[src/rtl/bram_rd_ctrl.sv]
// bram_rd_ctrl: lookup read controller and control-plane write serialiser for
// a simple dual-port block RAM with a 1-cycle registered read.
// Optional feature macro: BRAM_RD_CTRL_INIT_CLEAR_EN (zero-fill sweep after reset).
module bram_rd_ctrl #(
   parameter int ADDR_WIDTH = 10,
   parameter int DATA_WIDTH = 64
) (
   input  logic                  CLK,
   input  logic                  RST,
   input  logic                  REQ_VALID,
   output logic                  REQ_READY,
   input  logic [ADDR_WIDTH-1:0] REQ_ADDR,
   output logic                  RSP_VALID,
   input  logic                  RSP_READY,
   output logic [DATA_WIDTH-1:0] RSP_DATA,
   input  logic                  WR_REQ,
   input  logic [ADDR_WIDTH-1:0] WR_ADDR,
   input  logic [DATA_WIDTH-1:0] WR_DATA,
   output logic                  WR_ACK,
   output logic                  INIT_DONE,
   output logic                  MEM_WR,
   output logic [ADDR_WIDTH-1:0] MEM_ADDR_WR,
   output logic [DATA_WIDTH-1:0] MEM_DIN,
   output logic                  MEM_RD,
   output logic [ADDR_WIDTH-1:0] MEM_ADDR_RD,
   input  logic [DATA_WIDTH-1:0] MEM_DOUT
);

   logic                  init_done;
   logic                  sweep_wr;
   logic [ADDR_WIDTH-1:0] sweep_addr;

`ifdef BRAM_RD_CTRL_INIT_CLEAR_EN
   typedef enum logic {M_INIT, M_RUN} main_state_t;

   main_state_t         main_state, main_state_nxt;
   logic [ADDR_WIDTH:0] clr_cnt, clr_cnt_nxt;

   // Main state and clear-sweep counter registers
   always_ff @(posedge CLK or posedge RST) begin
      if (RST) begin
         main_state <= M_INIT;
         clr_cnt    <= '0;
      end else begin
         main_state <= main_state_nxt;
         clr_cnt    <= clr_cnt_nxt;
      end
   end

   // Sweep one address per cycle; the counter's extra top bit marks full coverage
   always_comb begin
      main_state_nxt = main_state;
      clr_cnt_nxt    = clr_cnt;
      sweep_wr       = 1'b0;
      case (main_state)
         M_INIT: begin
            if (clr_cnt[ADDR_WIDTH]) begin
               main_state_nxt = M_RUN;
            end else begin
               sweep_wr    = 1'b1;
               clr_cnt_nxt = clr_cnt + 1'b1;
            end
         end
         M_RUN:   ;
         default: main_state_nxt = M_INIT;
      endcase
   end

   assign sweep_addr = clr_cnt[ADDR_WIDTH-1:0];
   assign init_done  = (main_state == M_RUN);
`else
   // Without the sweep, traffic is accepted from the first edge after reset
   always_ff @(posedge CLK or posedge RST) begin
      if (RST) init_done <= 1'b0;
      else     init_done <= 1'b1;
   end

   assign sweep_wr   = 1'b0;
   assign sweep_addr = '0;
`endif

   assign INIT_DONE = init_done;

   // ---------------------------------------------------------------- write path
   typedef enum logic {W_IDLE, W_ACK} wr_state_t;

   wr_state_t wr_state, wr_state_nxt;
   logic      wr_accept;

   // Write FSM state register
   always_ff @(posedge CLK or posedge RST) begin
      if (RST) wr_state <= W_IDLE;
      else     wr_state <= wr_state_nxt;
   end

   // Accept a write only from idle; the ack cycle never accepts
   always_comb begin
      wr_state_nxt = wr_state;
      wr_accept    = 1'b0;
      case (wr_state)
         W_IDLE: begin
            if (WR_REQ && init_done) begin
               wr_accept    = 1'b1;
               wr_state_nxt = W_ACK;
            end
         end
         W_ACK:   wr_state_nxt = W_IDLE;
         default: wr_state_nxt = W_IDLE;
      endcase
   end

   assign WR_ACK = (wr_state == W_ACK);

   // Memory write port: sweep writes and accepted control-plane writes share one register stage
   always_ff @(posedge CLK or posedge RST) begin
      if (RST) begin
         MEM_WR      <= 1'b0;
         MEM_ADDR_WR <= '0;
         MEM_DIN     <= '0;
      end else if (sweep_wr) begin
         MEM_WR      <= 1'b1;
         MEM_ADDR_WR <= sweep_addr;
         MEM_DIN     <= '0;
      end else if (wr_accept) begin
         MEM_WR      <= 1'b1;
         MEM_ADDR_WR <= WR_ADDR;
         MEM_DIN     <= WR_DATA;
      end else begin
         MEM_WR      <= 1'b0;
      end
   end

   // ----------------------------------------------------------------- read path
   logic [1:0]            occ;
   logic                  inflight;
   logic [DATA_WIDTH-1:0] fifo_mem [2];
   logic                  wr_ptr, rd_ptr;
   logic                  push, pop;
   logic [2:0]            occ_after;

   assign RSP_VALID = (occ != 2'd0);
   assign RSP_DATA  = fifo_mem[rd_ptr];
   assign pop       = RSP_VALID & RSP_READY;
   assign push      = inflight;

   // Count the in-flight read as occupied so its data always has a slot when it lands
   assign occ_after = {1'b0, occ} + {2'b00, inflight} - {2'b00, pop};
   assign REQ_READY = init_done & (occ_after < 3'd2);

   assign MEM_RD      = REQ_VALID & REQ_READY;
   assign MEM_ADDR_RD = REQ_ADDR;

   // In-flight flag marks MEM_DOUT valid one cycle after a read is issued
   always_ff @(posedge CLK or posedge RST) begin
      if (RST) inflight <= 1'b0;
      else     inflight <= MEM_RD;
   end

   // Two-entry response FIFO
   always_ff @(posedge CLK or posedge RST) begin
      if (RST) begin
         for (int unsigned i = 0; i < 2; i++) fifo_mem[i] <= '0;
         wr_ptr <= 1'b0;
         rd_ptr <= 1'b0;
         occ    <= 2'd0;
      end else begin
         if (push) begin
            fifo_mem[wr_ptr] <= MEM_DOUT;
            wr_ptr           <= ~wr_ptr;
         end
         if (pop) rd_ptr <= ~rd_ptr;
         case ({push, pop})
            2'b10:   occ <= occ + 2'd1;
            2'b01:   occ <= occ - 2'd1;
            default: occ <= occ;
         endcase
      end
   end

endmodule

[config.mk]
export PLATFORM = sky130hd
export DESIGN_NAME = bram_rd_ctrl
export DESIGN_NICKNAME = d
export VERILOG_FILES = /design/src/rtl/bram_rd_ctrl.sv
export SDC_FILE = /design/constraint.sdc
export NUM_CORES = 1
export LEC_CHECK = 0
export CORE_MARGIN = 1.5
export CORE_UTILIZATION = 46
export DETAILED_ROUTE_END_ITERATION = 10
export PLACE_DENSITY = 0.81
export SETUP_SLACK_MARGIN = 0.2
export SLEW_MARGIN = 20
export SYNTH_ARGS = -nofsm -noshare
export SYNTH_HDL_FRONTEND = slang
export SYNTH_SLANG_ARGS = --single-unit
[constraint.sdc]
create_clock -name CLK -period 8.6 [get_ports CLK]
set_input_delay 1.29 -clock CLK [delete_from_list [all_inputs] [get_ports CLK]]
set_output_delay 1.29 -clock CLK [all_outputs]
set_load 0.02 [all_outputs]
==> results of run 1 <==
[through the flow]
step	hold slack [ps]	total power [mW]
2_1_floorplan	459	2.90
3_3_place_gp	468	3.61
3_5_place_dp	482	3.70
4_1_cts	497	4.73
5_1_grt	511	4.91
6_report	493	4.67
[power breakdown]
part | total, mW | internal (mW) | switching (mW)
Combinational | 2.10 | 1.21 | 0.893
Sequential | 1.57 | 1.36 | 0.209
Clock | 0.996 | 0.601 | 0.395
[worst max-delay path, stage by stage]
cell             delay [ps]
clkdlybuf4s50_1         470
o21a_1                  170
ha_1                    280
nand2b_1                170
fa_1                    380
xnor2_1                 170
and4_1                  250
clkdlybuf4s50_1         640
[cell usage in the layout, fill, tap and decap left out, types with 2 or more instances in the layout]
cell / instances
bufinv_16: 3
clkbuf_8: 2
clkinv_4: 2
clkbuf_1: 3
mux2_4: 60
dfrtp_1: 208
xnor2_1: 3
clkdlybuf4s50_1: 286
inv_1: 4
mux2_1: 5
ha_1: 2
clkinv_2: 6
xor2_1: 2
buf_4: 4
mux2_2: 201
clkbuf_16: 23
[routing by layer]
layer	up-vias	wire length [microns]	GRT usage (%)
met3	36	2060	7.75
met5	-	0	0
li1	2433	-	-
met1	2756	7830	22.7
met2	212	10300	34.4
met4	0	499	5.43
[kinds of logic (layout without fill, tap and decap cells)]
logic type,Yosys count,after routing
muxes,266,266
AOI/OAI and AO/OA,2,2
buffers and inverters,44,336
DFF,209,209
adders and majority gates,3,3
and+or+nand+nor,8,8
other,1,1
xor gates and xnor gates,5,5
[worst min-delay path by stage]
stage	to	slack [ps]	cells past startpoint
CTS	fifo_mem[63]	500	1
finish	fifo_mem[63]	490	1
global placement	fifo_mem[1]	470	1
detailed placement	fifo_mem[63]	480	1
global route	fifo_mem[10]	510	1
floorplan	fifo_mem[0]	460	1
[cell type report]
| cell class | count | area [sq um] | share of cell area (%) |
|---|---|---|---|
| Timing Repair Buffer | 290 | 2890 | 22.9 |
| Multi-Input combinational cell | 285 | 3390 | 26.8 |
| Clock inverter | 13 | 154 | 1.22 |
| Sequential cell | 209 | 5230 | 41.4 |
| Clock buffer | 28 | 614 | 4.86 |
| Tap cell | 265 | 332 | 2.62 |
| Inverter | 5 | 26.3 | 0.208 |
[sequential cells by signal, indices dropped and copies added (netlist names)]
register     cells
MEM_ADDR_WR     10
INIT_DONE        1
fifo_mem       128
inflight         1
MEM_WR           1
MEM_DIN         64
wr_ptr           1
occ              2
rd_ptr           1
==> metrics.csv, run 1 <==
metric;value;unit
outcome;complete, no violations;
CORE AREA;19300;sq um
Synth Register Bits;209;
Place WS;3490;ps
Starting Density;46.7;%
largest net degree at the start of global routing;133;
IO Port Bufs;286;
Slew @ Worst Pin;976;ps
capture point of the critical path;MEM_RD;
Area growth, synth to finish;39.9;%
worst hold path type;flip-flop to flip-flop;
nets;970;
Final Hold Fails;0;
maxcap violations;0;
Die W;143;microns
Worst setup EP type;primary output;
RR Endpoint;fifo_mem[124];
Post-synth EDFFs;0;
vias in the first global route;6118;
RSZ-0062 raised after global routing;no;
Synth Instances;538;
Fin Clk Skew;12.1;ps
crit-path max FO;4;
Final setup viols;0;
PwrDens;370;nW/um^2
first-pass GRT wire length;32100;microns
Placed Instances;1054;
Synth Area in XOR/XNOR;0.485;%
Synth area leader;dfrtp_1;
total CTS buffers;23;
post-synthesis mux area share;35.7;%
Leak;5.36;nW
DRC viols;0;
post-route ant nets;0;
final instance area;12600;sq um
worst setup margin;3470;ps
Async SR Flop Fraction;100;%
GRT Total Usage;19.8;%
area post-placement;11900;sq um
cts hold-fix bufs;0;
top post-synthesis cells by count;dfrtp_1 (209), mux2_2 (201), mux2_4 (60);
CP Class;input pin to primary output;
Mapped Nets;694;
simple-gate share of the synthesized area;0.706;%
initial antenna violation count;0;
worst-skew pair later-pin latency;500;ps
Area contributors post-synth;dfrtp_1 (58%), mux2_2 (25%), mux2_4 (10%);
Root Buffer;clkbuf_16;
CP Data Required Time;7310;ps
final core utilization;65.4;%
setup TNS;0;ps
fmax;0.195;GHz
Mapped Area;9030;sq um
maximum clock path buffer count;3;
hpwl dp;14000;microns
fraction of layout cells with a size suffix above 1;37.1;%
Vert. Die Dim;143;microns
Post-Route WL;20600;microns
Clk pin slew, worst setup/hold paths;60;ps
H-tree depth;1;
Vias;5437;
Via-to-Cell Ratio;4.97;
Synth Area in Compound Gates;0.139;%
CTS tree;done;
post-route insts no fill;1095;
clk sinks;209;
# fillers;1375;
Setup Buffers After CTS;0;
placer congestion estimate;0.750;
Setup crit start;RSP_READY;
floorplan row count;51;
GR Overflow Total;0;
YS warnings;0;
arrival time worst endpoint;3840;ps
Synth Area in Adders;0.499;%
Max transition margin;34.9;%
Top FF cell, synth;dfrtp_1;
Pins Over Slew Limit;0;
Hold Crit Start;fifo_mem[63];
Seq/Total Area, Yosys;57.9;%
most frequent cell after synthesis;dfrtp_1;
diode count;0;
Avg Inst Size Synth;16.8;sq um
largest family of logic cells by synthesized area;multiplexers;
CTS resizes;0;
worst ir drop on vdd;0.000180;V
# IOs;307;
Unique masters post-synth;24;
FF-to-FF setup slack;5970;ps
Synth top area share;57.9;%
reg2reg start;inflight;
R2R depth;3;
Final min period;5130;ps
wire per inst;18.9;microns
drt first pass iters;4;
period utilization;59.6;%
Starting DRT DRC Count;171;
Startpoint Class;input pin;
DIE AREA;20500;sq um
(Power assumes the default switching activity.)
==> run 2: changes to the inputs <==
==> constraint.sdc (replaced) <==
create_clock -name CLK -period 5 [get_ports CLK]
set_input_delay 0.75 -clock CLK [delete_from_list [all_inputs] [get_ports CLK]]
set_output_delay 0.75 -clock CLK [all_outputs]
set_load 0.02 [all_outputs]
==> metrics.csv, run 2 (synthesis gave the netlist of run 1 again) <==
metric;value;unit
fraction of layout cells with a size suffix above 1;37.0;%
CORE AREA;19300;sq um
nets;974;
Max transition margin;35.8;%
# IOs;307;
hpwl dp;14200;microns
drt first pass iters;4;
largest net degree at the start of global routing;105;
IO Port Bufs;286;
setup TNS;0;ps
worst setup margin;989;ps
crit-path max FO;4;
GR Overflow Total;0;
maxcap violations;0;
vias in the first global route;6205;
Setup crit start;RSP_READY;
Largest register FFs;128;
post-route insts no fill;1098;
outcome;complete, no violations;
Vert. Die Dim;143;microns
Largest Register;fifo_mem;
RSZ-0062 raised after global routing;no;
most frequent cells in the layout;clkdlybuf4s50_1 (286), dfrtp_1 (208), mux2_2 (201);
H-tree depth;1;
reg2reg start;INIT_DONE;
Startpoint Class;input pin;
PwrDens;626;nW/um^2
wire per inst;18.8;microns
Starting DRT DRC Count;105;
Starting Density;46.7;%
R2R depth;3;
diode count;0;
arrival time worst endpoint;3260;ps
Clk pin slew, worst setup/hold paths;60;ps
FF-to-FF setup slack;2740;ps
CP Data Required Time;4250;ps
RR Endpoint;MEM_DIN[40];
Fin Clk Skew;8.74;ps
DRC viols;0;
placer congestion estimate;0.751;
Setup Buffers After CTS;0;
Pins Over Slew Limit;0;
maximum clock path buffer count;3;
worst ir drop on vdd;0.000301;V
floorplan row count;51;
# fillers;1347;
Area growth, synth to finish;39.9;%
Vias;5423;
Placed Instances;1057;
Place WS;1000;ps
Final setup viols;0;
Die W;143;microns
GRT Total Usage;20.0;%
post-route ant nets;0;
total CTS buffers;23;
largest registers;fifo_mem (128), MEM_DIN (64), MEM_ADDR_WR (10);
Leak;5.35;nW
CTS resizes;0;
period utilization;80.2;%
Post-Route WL;20600;microns
Final Hold Fails;0;
Slew @ Worst Pin;961;ps
worst hold path type;flip-flop to flip-flop;
commonest non-fill, non-tap cell in the layout;clkdlybuf4s50_1;
Final min period;4010;ps
initial antenna violation count;0;
worst-skew pair later-pin latency;500;ps
fmax;0.249;GHz
clk sinks;209;
CP Class;input pin to primary output;
first-pass GRT wire length;32500;microns
Via-to-Cell Ratio;4.94;
cts hold-fix bufs;0;
Worst setup EP type;primary output;
final core utilization;65.4;%
CTS tree;done;
DIE AREA;20500;sq um
capture point of the critical path;MEM_RD;
Root Buffer;clkbuf_16;
run 2: cell count changes in the layout (fill, tap and decap cells not counted), sizes merged:
| cell | previous run | this run |
|---|---|---|
| clkbuf | 28 | 34 |
| buf | 4 | 8 |
| bufinv | 3 | 0 |
| clkinv | 8 | 5 |
| inv | 6 | 5 |
run 2: per-layer routing:
| metal | track usage [%] | wire length, microns | up-vias | part of all wire, % |
|---|---|---|---|---|
| met2 | 34.9 | 10400 | 202 | 50 |
| met1 | 23.0 | 7790 | 2731 | 38 |
| li1 | - | - | 2449 | - |
| met5 | 0 | 0 | - | 0 |
| met4 | 5.81 | 528 | 0 | 2.6 |
| met3 | 7.34 | 1920 | 41 | 9.3 |
run 2: metrics by stage:
step / power, mW / hold WS [ps] / area, sq um
2_1_floorplan: 4.99 / 459 / 9040
3_3_place_gp: 6.23 / 468 / 11900
3_5_place_dp: 6.38 / 478 / 11900
4_1_cts: 8.01 / 494 / 12600
5_1_grt: 8.32 / 517 / 12600
6_report: 7.91 / 490 / 12600
run 2: worst min path at each step:
stage,start,end,slack (ps),depth (start not counted)
floorplan,fifo_mem[0],fifo_mem[0],460,1
global placement,fifo_mem[63],fifo_mem[63],470,1
detailed placement,fifo_mem[2],fifo_mem[2],480,1
CTS,fifo_mem[2],fifo_mem[2],490,1
global route,fifo_mem[42],fifo_mem[42],520,1
finish,fifo_mem[2],fifo_mem[2],490,1
run 2: cell type report:
type / count / area (sq um) / area share, %
Clock buffer: 34 / 667 / 5.28
Timing Repair Buffer: 294 / 2960 / 23.4
Inverter: 5 / 22.5 / 0.178
Clock inverter: 6 / 33.8 / 0.267
Tap cell: 265 / 332 / 2.62
Multi-Input combinational cell: 285 / 3390 / 26.8
Sequential cell: 209 / 5230 / 41.4
run 2: critical path: stages:
cell,delay [ps]
clkdlybuf4s50_1,450
o21a_1,160
ha_1,290
nand2b_1,180
fa_1,380
xnor2_1,190
and4_1,230
clkdlybuf4s50_1,620
run 2: report_power, final:
part           internal (mW)  leakage, nW  total, mW  switching, mW
Clock                  0.919        0.351       1.57          0.652
Combinational           2.09         2.52       3.62           1.52
Sequential              2.35         2.48       2.73          0.378
Total                   5.36         5.35       7.91           2.55
